File: src/rtl/fetch_unit.sv
// Instruction fetch front end: one outstanding imem request, 2-entry
// {instr, pc} buffer toward decode, and redirect-driven flush/drop.
module fetch_unit #(
    parameter int unsigned           DATA_WIDTH = 32,
    parameter logic [DATA_WIDTH-1:0] RESET_PC   = '0
) (
    input  logic                  clk,
    input  logic                  rst,
    output logic                  imem_req,
    output logic [DATA_WIDTH-1:0] imem_addr,
    input  logic                  imem_rvalid,
    input  logic [DATA_WIDTH-1:0] imem_rdata,
    input  logic                  redirect,
    input  logic [DATA_WIDTH-1:0] redirect_pc,
    output logic [DATA_WIDTH-1:0] instr,
    output logic [DATA_WIDTH-1:0] pc,
    output logic                  instr_valid,
    input  logic                  id_ready
);

    localparam int unsigned           CNT_W      = 2;
    localparam logic [DATA_WIDTH-1:0] ALIGN_MASK = ~DATA_WIDTH'(3);
    localparam logic [DATA_WIDTH-1:0] PC_STEP    = DATA_WIDTH'(4);

    typedef enum logic [1:0] {
        S_IDLE,
        S_WAIT,
        S_DROP
    } state_e;

    state_e                  state_q, state_d;
    logic [DATA_WIDTH-1:0]   fetch_pc_q, fetch_pc_d;
    logic [DATA_WIDTH-1:0]   req_addr_q, req_addr_d;
    logic [CNT_W-1:0]        count_q, count_d;
    logic [DATA_WIDTH-1:0]   fifo_instr_q [2];
    logic [DATA_WIDTH-1:0]   fifo_instr_d [2];
    logic [DATA_WIDTH-1:0]   fifo_pc_q    [2];
    logic [DATA_WIDTH-1:0]   fifo_pc_d    [2];

    logic                    req_c;
    logic                    push_c;
    logic                    pop_c;
    logic [CNT_W-1:0]        occ_pop_c;

    // Request address is the word-aligned fetch pointer; reset gates the request
    assign imem_addr   = fetch_pc_q & ALIGN_MASK;
    assign imem_req    = req_c & ~rst;

    // FIFO head toward decode, zero when empty
    assign instr_valid = (count_q != CNT_W'(0));
    assign instr       = instr_valid ? fifo_instr_q[0] : '0;
    assign pc          = instr_valid ? fifo_pc_q[0]    : '0;

    // Next-state, request issue and FIFO push/pop/flush
    always_comb begin
        state_d    = state_q;
        fetch_pc_d = fetch_pc_q;
        req_addr_d = req_addr_q;
        for (int i = 0; i < 2; i++) begin
            fifo_instr_d[i] = fifo_instr_q[i];
            fifo_pc_d[i]    = fifo_pc_q[i];
        end
        req_c     = 1'b0;
        push_c    = 1'b0;
        pop_c     = instr_valid && id_ready && !redirect;
        occ_pop_c = count_q - CNT_W'(pop_c);

        case (state_q)
            S_IDLE: begin
                if (!redirect && occ_pop_c <= CNT_W'(1)) begin
                    req_c   = 1'b1;
                    state_d = S_WAIT;
                end
            end
            S_WAIT: begin
                if (imem_rvalid) begin
                    push_c = !redirect;
                    if (!redirect && (occ_pop_c + CNT_W'(push_c)) <= CNT_W'(1)) begin
                        req_c   = 1'b1;
                        state_d = S_WAIT;
                    end else begin
                        state_d = S_IDLE;
                    end
                end else if (redirect) begin
                    state_d = S_DROP;
                end
            end
            S_DROP: begin
                if (imem_rvalid) begin
                    state_d = S_IDLE;
                end
            end
            default: state_d = S_IDLE;
        endcase

        // Pop shifts the second entry into the head slot
        if (pop_c) begin
            fifo_instr_d[0] = fifo_instr_q[1];
            fifo_pc_d[0]    = fifo_pc_q[1];
        end

        // Push lands in the first free slot after this cycle's pop
        if (push_c) begin
            fifo_instr_d[occ_pop_c[0]] = imem_rdata;
            fifo_pc_d[occ_pop_c[0]]    = req_addr_q;
        end

        count_d = occ_pop_c + CNT_W'(push_c);

        if (req_c) begin
            fetch_pc_d = fetch_pc_q + PC_STEP;
            req_addr_d = imem_addr;
        end

        // Redirect flushes everything queued and retargets fetch
        if (redirect) begin
            count_d    = '0;
            fetch_pc_d = redirect_pc & ALIGN_MASK;
        end
    end

    // State and datapath registers with synchronous reset
    always_ff @(posedge clk) begin
        if (rst) begin
            state_q    <= S_IDLE;
            fetch_pc_q <= RESET_PC;
            req_addr_q <= '0;
            count_q    <= '0;
            for (int i = 0; i < 2; i++) begin
                fifo_instr_q[i] <= '0;
                fifo_pc_q[i]    <= '0;
            end
        end else begin
            state_q    <= state_d;
            fetch_pc_q <= fetch_pc_d;
            req_addr_q <= req_addr_d;
            count_q    <= count_d;
            for (int i = 0; i < 2; i++) begin
                fifo_instr_q[i] <= fifo_instr_d[i];
                fifo_pc_q[i]    <= fifo_pc_d[i];
            end
        end
    end

endmodule

File: config.mk
export PLATFORM = sky130hd
export DESIGN_NAME = fetch_unit
export DESIGN_NICKNAME = d
export VERILOG_FILES = /design/src/rtl/fetch_unit.sv
export SDC_FILE = /design/constraint.sdc
export NUM_CORES = 1
export LEC_CHECK = 0
export ABC_AREA = 1
export CAP_MARGIN = 20
export CORE_ASPECT_RATIO = 1.2
export CORE_MARGIN = 5
export CORE_UTILIZATION = 40
export CTS_CLUSTER_DIAMETER = 40
export DETAILED_ROUTE_END_ITERATION = 12
export SYNTH_ARGS = -nofsm -noshare
export SYNTH_HDL_FRONTEND = slang
export SYNTH_SLANG_ARGS = --single-unit
File: constraint.sdc
create_clock -name clk -period 4.73 [get_ports clk]
set_input_delay 0.946 -clock clk [delete_from_list [all_inputs] [get_ports clk]]
set_output_delay 0.946 -clock clk [all_outputs]
set_load 0.005 [all_outputs]
==> results of run 1 <==
==> cell families (layout without fill, tap and decap cells) <==
family	count (synthesis)	after routing	synth area share [%]
adders and majority gates	2	2	0.2771
AOI/OAI and AO/OA	369	369	20.91
and+or+nand+nor	544	544	23.57
xor gates and xnor gates	8	8	0.7760
other	1	2	0.04153
DFF	192	192	42.57
buffers and inverters	271	396	11.86
==> cell usage in the layout (no fill, tap or decap), drive strengths merged <==
cell type / synthesis / layout
a211oi: 5 / 5
a21boi: 5 / 5
a21oi: 131 / 131
buf: 40 / 14
bufinv: 0 / 2
clkbuf: 43 / 17
clkdlybuf4s50: 0 / 162
clkinv: 1 / 3
clkinvlp: 0 / 4
conb: 1 / 2
dfxtp: 192 / 192
ha: 2 / 2
inv: 187 / 194
nand2: 272 / 272
nand3: 25 / 25
nand3b: 1 / 1
nand4: 5 / 5
nor2: 238 / 238
nor3: 3 / 3
o211ai: 1 / 1
o21ai: 225 / 225
o21bai: 2 / 2
xnor2: 5 / 5
xor2: 3 / 3
==> stage by stage <==
stage	util, %	area [um^2]
final	50.84	11370
after global routing	50.84	11370
after CTS	50.84	11370
after detailed placement	48.17	10780
after global placement	48.17	10780
after floorplan	-	9034
==> worst max-delay path by stage <==
stage / end / slack (ns)
2_1_floorplan: imem_req / 2.01
3_3_place_gp: imem_req / 0.77
3_5_place_dp: imem_req / 0.75
4_1_cts: imem_req / 0.73
5_1_grt: imem_req / 0.54
6_report: imem_req / 0.71
==> power breakdown <==
part           leakage [nW]  switching, W  total (W)  internal [W]
Combinational          2.34      0.000203   0.000363      0.000160
Clock                 0.283      0.000670    0.00147      0.000797
Sequential             1.56     0.0000543    0.00174       0.00168
==> worst reg2reg max path: stages, from the launching register on <==
cell     delay [ns]
dfxtp_1        0.36
nor2_4         0.50
buf_4          0.40
nor2_4         0.07
nand2_1        0.08
o21ai_2        0.10
nor2_4         0.49
inv_2          0.47
nor2_1         0.23
nor2_1         0.07
==> routing by layer <==
layer	share of wire [%]	global-route usage, %	vias to the layer above
met2	46	31.15	216
met5	0	0	-
li1	-	-	4574
met1	47	25.43	3940
met3	5.0	3.684	22
met4	1.8	5.594	0
==> cell type report <==
class / instances / area (um^2) / share of cell area (%)
inverters: 188 / 706.9 / 6.216
well taps: 279 / 349.1 / 3.069
clock inverters: 15 / 172.7 / 1.518
clock buffers: 17 / 425.4 / 3.740
repair buffers: 176 / 1739 / 15.29
flip-flops and latches: 192 / 3844 / 33.80
multi-input cells: 925 / 4136 / 36.37
==> run_results.csv, run 1 <==
group,metric,value,unit
min_path,hold_depth,2,
worst_setup_path,start_kind,"input port",
worst_setup_path,crit_family,"buffers and inverters",
logic_synthesis,seq_area_frac_synth,42.57,%
pwr,peakVddDrop,0.0002272,V
final_layout,fin_cells,1792,
global_routing,grt_antenna_before_repair,0,
global_routing,grt_max_degree,86,
worst_setup_path,crit_start,"redirect",
worst_setup_path,cp_num_buf_inv,4,
detailed_routing,drtAntennaViolNets,0,
placement,portBuffers,162,
clock_network,numCtsBuffers,17,
timing,finalMaxSlewViolations,0,
timing,rsz0062_at_grt,"false",
clock_network,postCtsSetupRepairBufs,0,
clock_network,cts.sinks,192,
min_path,min_path_type,"reg2reg",
logic_synthesis,synth_area_leader_cell,"dfxtp_1",
global_routing,grt-ovfl-total,0,
logic_synthesis,syn-cell-area,9030,um^2
final_layout,drive_gt1_share,3.966,%
pwr,cellPowerDensity,313.5,nW/um^2
status,run_status,"finished clean",
detailed_routing,drc,0,
min_path,hold_start,"fifo_pc_q[0][33]",
timing,worstMarginPinSlew,0.7610,ns
global_routing,grt_use_total,18.97,%
job,drv_cap,0,
global_routing,first_global_vias,7912,
timing,max_clock_freq,249.0,MHz
worst_setup_path,cp_max_fo,15,
clock_network,post_cts_resized,0,
min_path,min_to,"fifo_pc_q[0][33]",
pwr,p_leak,4.183,nW
detailed_routing,viasPerCell,4.884,
detailed_routing,route.vias.total,8752,
timing,hold_viol_final,0,
floorplan,dieArea,25690,um^2
clock_network,ctsHtreeMaxLevel,4,
pwr,p_total,0.003565,W
timing,setup_ws,0.7136,ns
logic_synthesis,synth_ff_type,"dfxtp_1",
logic_synthesis,yosysMostFrequentCell,"nand2_1",
detailed_routing,wl_per_cell,13.94,um
detailed_routing,routed_wirelength,24.99,mm
timing,min_period,4.016,ns
worst_setup_path,arrival,3.07,ns
logic_synthesis,synth_seq_cells,192,
clock_network,clock_latency,0.43,ns
floorplan,row_count,60,
worst_setup_path,r2r_end,"fifo_instr_q[0][12]",
final_layout,final_nets,1571,
final_layout,fillers,2304,
floorplan,die_y,174.6,um
logic_synthesis,synth_common_cells,"272 x nand2_1, 232 x nor2_1, 192 x dfxtp_1",
logic_synthesis,yosysWarningCount,0,
worst_setup_path,path_cells,"clkdlybuf4s50_1 -> inv_2 -> nand2_1 -> nor2_2 -> nand4_1 -> nand3_2 -> nand2_1 -> inv_1 -> clkdlybuf4s50_1",
final_layout,areaGrowthSynthToFinish,25.95,%
detailed_routing,drt_iter0_markers,421,
worst_setup_path,rr_startpoint,"count_q[0]",
detailed_routing,dr.pass1.iters,5,
clock_network,cts_root_buffer,"clkbuf_16",
worst_setup_path,slowest_delay,0.52,ns
clock_network,path_clk_slew,0.07,ns
clock_network,cts_tree,"built",
timing,fin_skew,0.01328,ns
logic_synthesis,synth_area_leaders,"dfxtp_1 43%, nand2_1 11%, o21ai_0 9.8%, nor2_1 9.6%, inv_1 7.6%",
floorplan,die_x,147.2,um
clock_network,hold_buffers,0,
logic_synthesis,syn_avg_cell_area,6.510,um^2
floorplan,ios,167,
timing,min_period_over_period,84.91,%
timing,max-slew-margin-rel,49.19,%
floorplan,initial_utilization,40.36,%
global_routing,grt_pass1_wl,40.24,mm
clock_network,clockBufferDepth,2,
worst_setup_path,path_class,"in2out",
worst_setup_path,cp.depth,9,
worst_setup_path,rr_worst_depth,9,
timing,timing.hold.ws,0.4365,ns
placement,dp_cells,1760,
worst_setup_path,endpoint_kind,"primary output",
worst_setup_path,r2r_slack,1.85,ns
final_layout,antennaDiodeCount,0,
floorplan,core_area,22370,um^2
timing,setup_tns,0,ns
logic_synthesis,synthDistinctLibCells,30,
placement,pre_cts_ws,0.7503,ns
placement,place.gp.congestion,0.8421,
timing,setup_viol,0,
logic_synthesis,synth_edf_count,0,
logic_synthesis,synthCells,1387,
logic_synthesis,yosysTopAreaCellShare,42.57,%
worst_setup_path,cp.required,3.78,ns
worst_setup_path,cpMaxStageDelayCell,"clkdlybuf4s50_1",
logic_synthesis,synthArstFlopShare,0,%
placement,post-dp-hpwl,16.66,mm
No activity file was read; power rests on OpenSTA's default activity.
==> run 2: changes to the inputs <==
==> constraint.sdc (replaced) <==
create_clock -name clk -period 3.7 [get_ports clk]
set_input_delay 0.74 -clock clk [delete_from_list [all_inputs] [get_ports clk]]
set_output_delay 0.74 -clock clk [all_outputs]
set_load 0.005 [all_outputs]
==> run 2 against run 1 <==
Effect of this change: first-iteration DRC count grew 23%; via count down 0.53%; worst hold slack improved by 0.0078 ns; clock skew is 0.0029 ns lower; cell area hardly changed; sequential power increased by 28%; critical endpoint unchanged.
==> run_results.csv, run 2 (synthesized netlist as in run 1, its figures left out) <==
group,metric,value,unit
status,run_status,"finished clean",
floorplan,dieArea,25690,um^2
clock_network,cts_tree,"built",
worst_setup_path,rr_startpoint,"fetch_pc_q[2]",
timing,setup_ws,0.2247,ns
timing,min_period_over_period,93.93,%
pwr,p_leak,4.182,nW
clock_network,numCtsBuffers,17,
worst_setup_path,r2r_end,"fetch_pc_q[16]",
global_routing,first_global_vias,8187,
final_layout,fillers,2312,
pwr,seq_power_share,50.1,%
placement,place.gp.congestion,0.8596,
placement,post-dp-hpwl,16.37,mm
placement,dpl_cell_area,10830,um^2
pwr,clkPwrFrac,39.4,%
placement,pre_cts_ws,0.2752,ns
placement,dp_cells,1760,
global_routing,grt_pass1_wl,40.97,mm
final_layout,drive_gt1_share,3.966,%
clock_network,postCtsSetupRepairBufs,0,
global_routing,grt_antenna_before_repair,0,
worst_setup_path,cp.required,2.96,ns
detailed_routing,wl_per_cell,13.88,um
worst_setup_path,path_class,"in2out",
global_routing,grt_use_total,19.31,%
final_layout,multiInputGateArea,4136,um^2
job,drv_cap,0,
worst_setup_path,r2r_slack,1.30,ns
floorplan,ios,167,
detailed_routing,routed_wirelength,24.87,mm
timing,finalMaxSlewViolations,0,
worst_setup_path,slowest_delay,0.52,ns
final_layout,antennaDiodeCount,0,
clock_network,clockBufferDepth,2,
final_layout,finalInstanceArea,11380,um^2
clock_network,cts.sinks,192,
timing,fin_skew,0.01037,ns
worst_setup_path,cpMaxStageDelayCell,"clkdlybuf4s50_1",
detailed_routing,viasPerCell,4.858,
timing,hold_viol_final,0,
timing,worstMarginPinSlew,0.7804,ns
global_routing,grt_max_degree,154,
final_layout,fin_cells,1792,
global_routing,grt-ovfl-total,0,
timing,setup_viol,0,
worst_setup_path,arrival,2.74,ns
timing,rsz0062_at_grt,"false",
final_layout,areaGrowthSynthToFinish,25.98,%
timing,max-slew-margin-rel,47.89,%
min_path,min_path_type,"reg2reg",
pwr,cellPowerDensity,389.9,nW/um^2
pwr,combPwrFrac,10.6,%
worst_setup_path,start_kind,"input port",
placement,portBuffers,162,
detailed_routing,drc,0,
timing,setup_tns,0,ns
clock_network,path_clk_slew,0.07,ns
pwr,switching_share,26.90,%
floorplan,initial_utilization,40.36,%
detailed_routing,drt_iter0_markers,517,
pwr,power_switching,0.001193,W
clock_network,cts_root_buffer,"clkbuf_16",
final_layout,layout_commonest_cell,"nand2_1",
worst_setup_path,endpoint_kind,"primary output",
timing,max_clock_freq,287.7,MHz
pwr,p_int,0.003242,W
worst_setup_path,path_cells,"clkdlybuf4s50_1 -> inv_2 -> nand2_1 -> nor2_2 -> nand4_1 -> nand3_2 -> nand2_1 -> inv_1 -> clkdlybuf4s50_1",
min_path,hold_depth,2,
worst_setup_path,rr_worst_depth,8,
final_layout,ff_latch_area,3844,um^2
floorplan,row_count,60,
floorplan,die_y,174.6,um
timing,min_period,3.475,ns
detailed_routing,route.vias.total,8706,
final_layout,final_nets,1571,
detailed_routing,dr.pass1.iters,5,
clock_network,clock_latency,0.43,ns
clock_network,ctsHtreeMaxLevel,4,
floorplan,core_area,22370,um^2
final_layout,most-common-layout-cells,"271 x nand2_1, 232 x nor2_1, 192 x dfxtp_1, 184 x inv_1, 177 x o21ai_0",
clock_network,post_cts_resized,0,
clock_network,hold_buffers,0,
pwr,peakVddDrop,0.0003392,V
detailed_routing,drtAntennaViolNets,0,
worst_setup_path,cp_max_fo,5,
floorplan,die_x,147.2,um
[run 2: changes by cell type in the layout (fill, tap and decap cells not counted)]
| cell | previous run | this run |
|---|---|---|
| buf_12 | 1 | 5 |
| buf_4 | 13 | 9 |
| bufinv_16 | 2 | 0 |
| clkinv_2 | 2 | 4 |
| clkinv_4 | 1 | 0 |
| inv_8 | 3 | 4 |
[run 2: power groups by stage]
stage	clock network [W]	registers, W	logic, W
2_1_floorplan	0	0.00224	0.000269
3_3_place_gp	0	0.00227	0.000464
3_5_place_dp	0	0.00227	0.000468
4_1_cts	0.00180	0.00222	0.000473
5_1_grt	0.00188	0.00223	0.000533
6_report	0.00175	0.00222	0.000469
[run 2: worst max path at each step]
stage	start	to	depth (start not counted)
after global placement	redirect	imem_req	9
after detailed placement	redirect	imem_req	9
after global routing	redirect	imem_req	9
after floorplan	redirect	imem_req	7
final	redirect	imem_req	9
after CTS	redirect	imem_req	9
[run 2: through the flow]
step           power (W)  hold slack, ns  utilization, %
2_1_floorplan   0.002514          0.4159               -
3_3_place_gp    0.002730          0.4279           48.39
3_5_place_dp    0.002735          0.4365           48.39
4_1_cts         0.004491          0.4471           50.85
5_1_grt         0.004649          0.4556           50.85
6_report        0.004436          0.4443           50.85
[run 2: metal layers]
| metal | global-route usage (%) | vias up | share of wire, % |
|---|---|---|---|
| met2 | 31.65 | 218 | 46 |
| met5 | 0 | - | 0 |
| li1 | - | 4572 | - |
| met1 | 25.62 | 3891 | 47 |
| met4 | 5.828 | 0 | 2.1 |
| met3 | 4.125 | 25 | 5.2 |
[run 2: area by class of cell]
class / count / share of cell area [%]
clock buffers: 17 / 3.740
clock inverters: 15 / 1.100
inverters: 188 / 6.214
multi-input cells: 925 / 36.36
flip-flops and latches: 192 / 33.79
well taps: 279 / 3.069
repair buffers: 176 / 15.73
[run 2: worst max-delay path, delay by kind of cell]
family / cells / cell delay (ns)
buffers and inverters: 4 / 1.28
and+or+nand+nor: 5 / 0.70
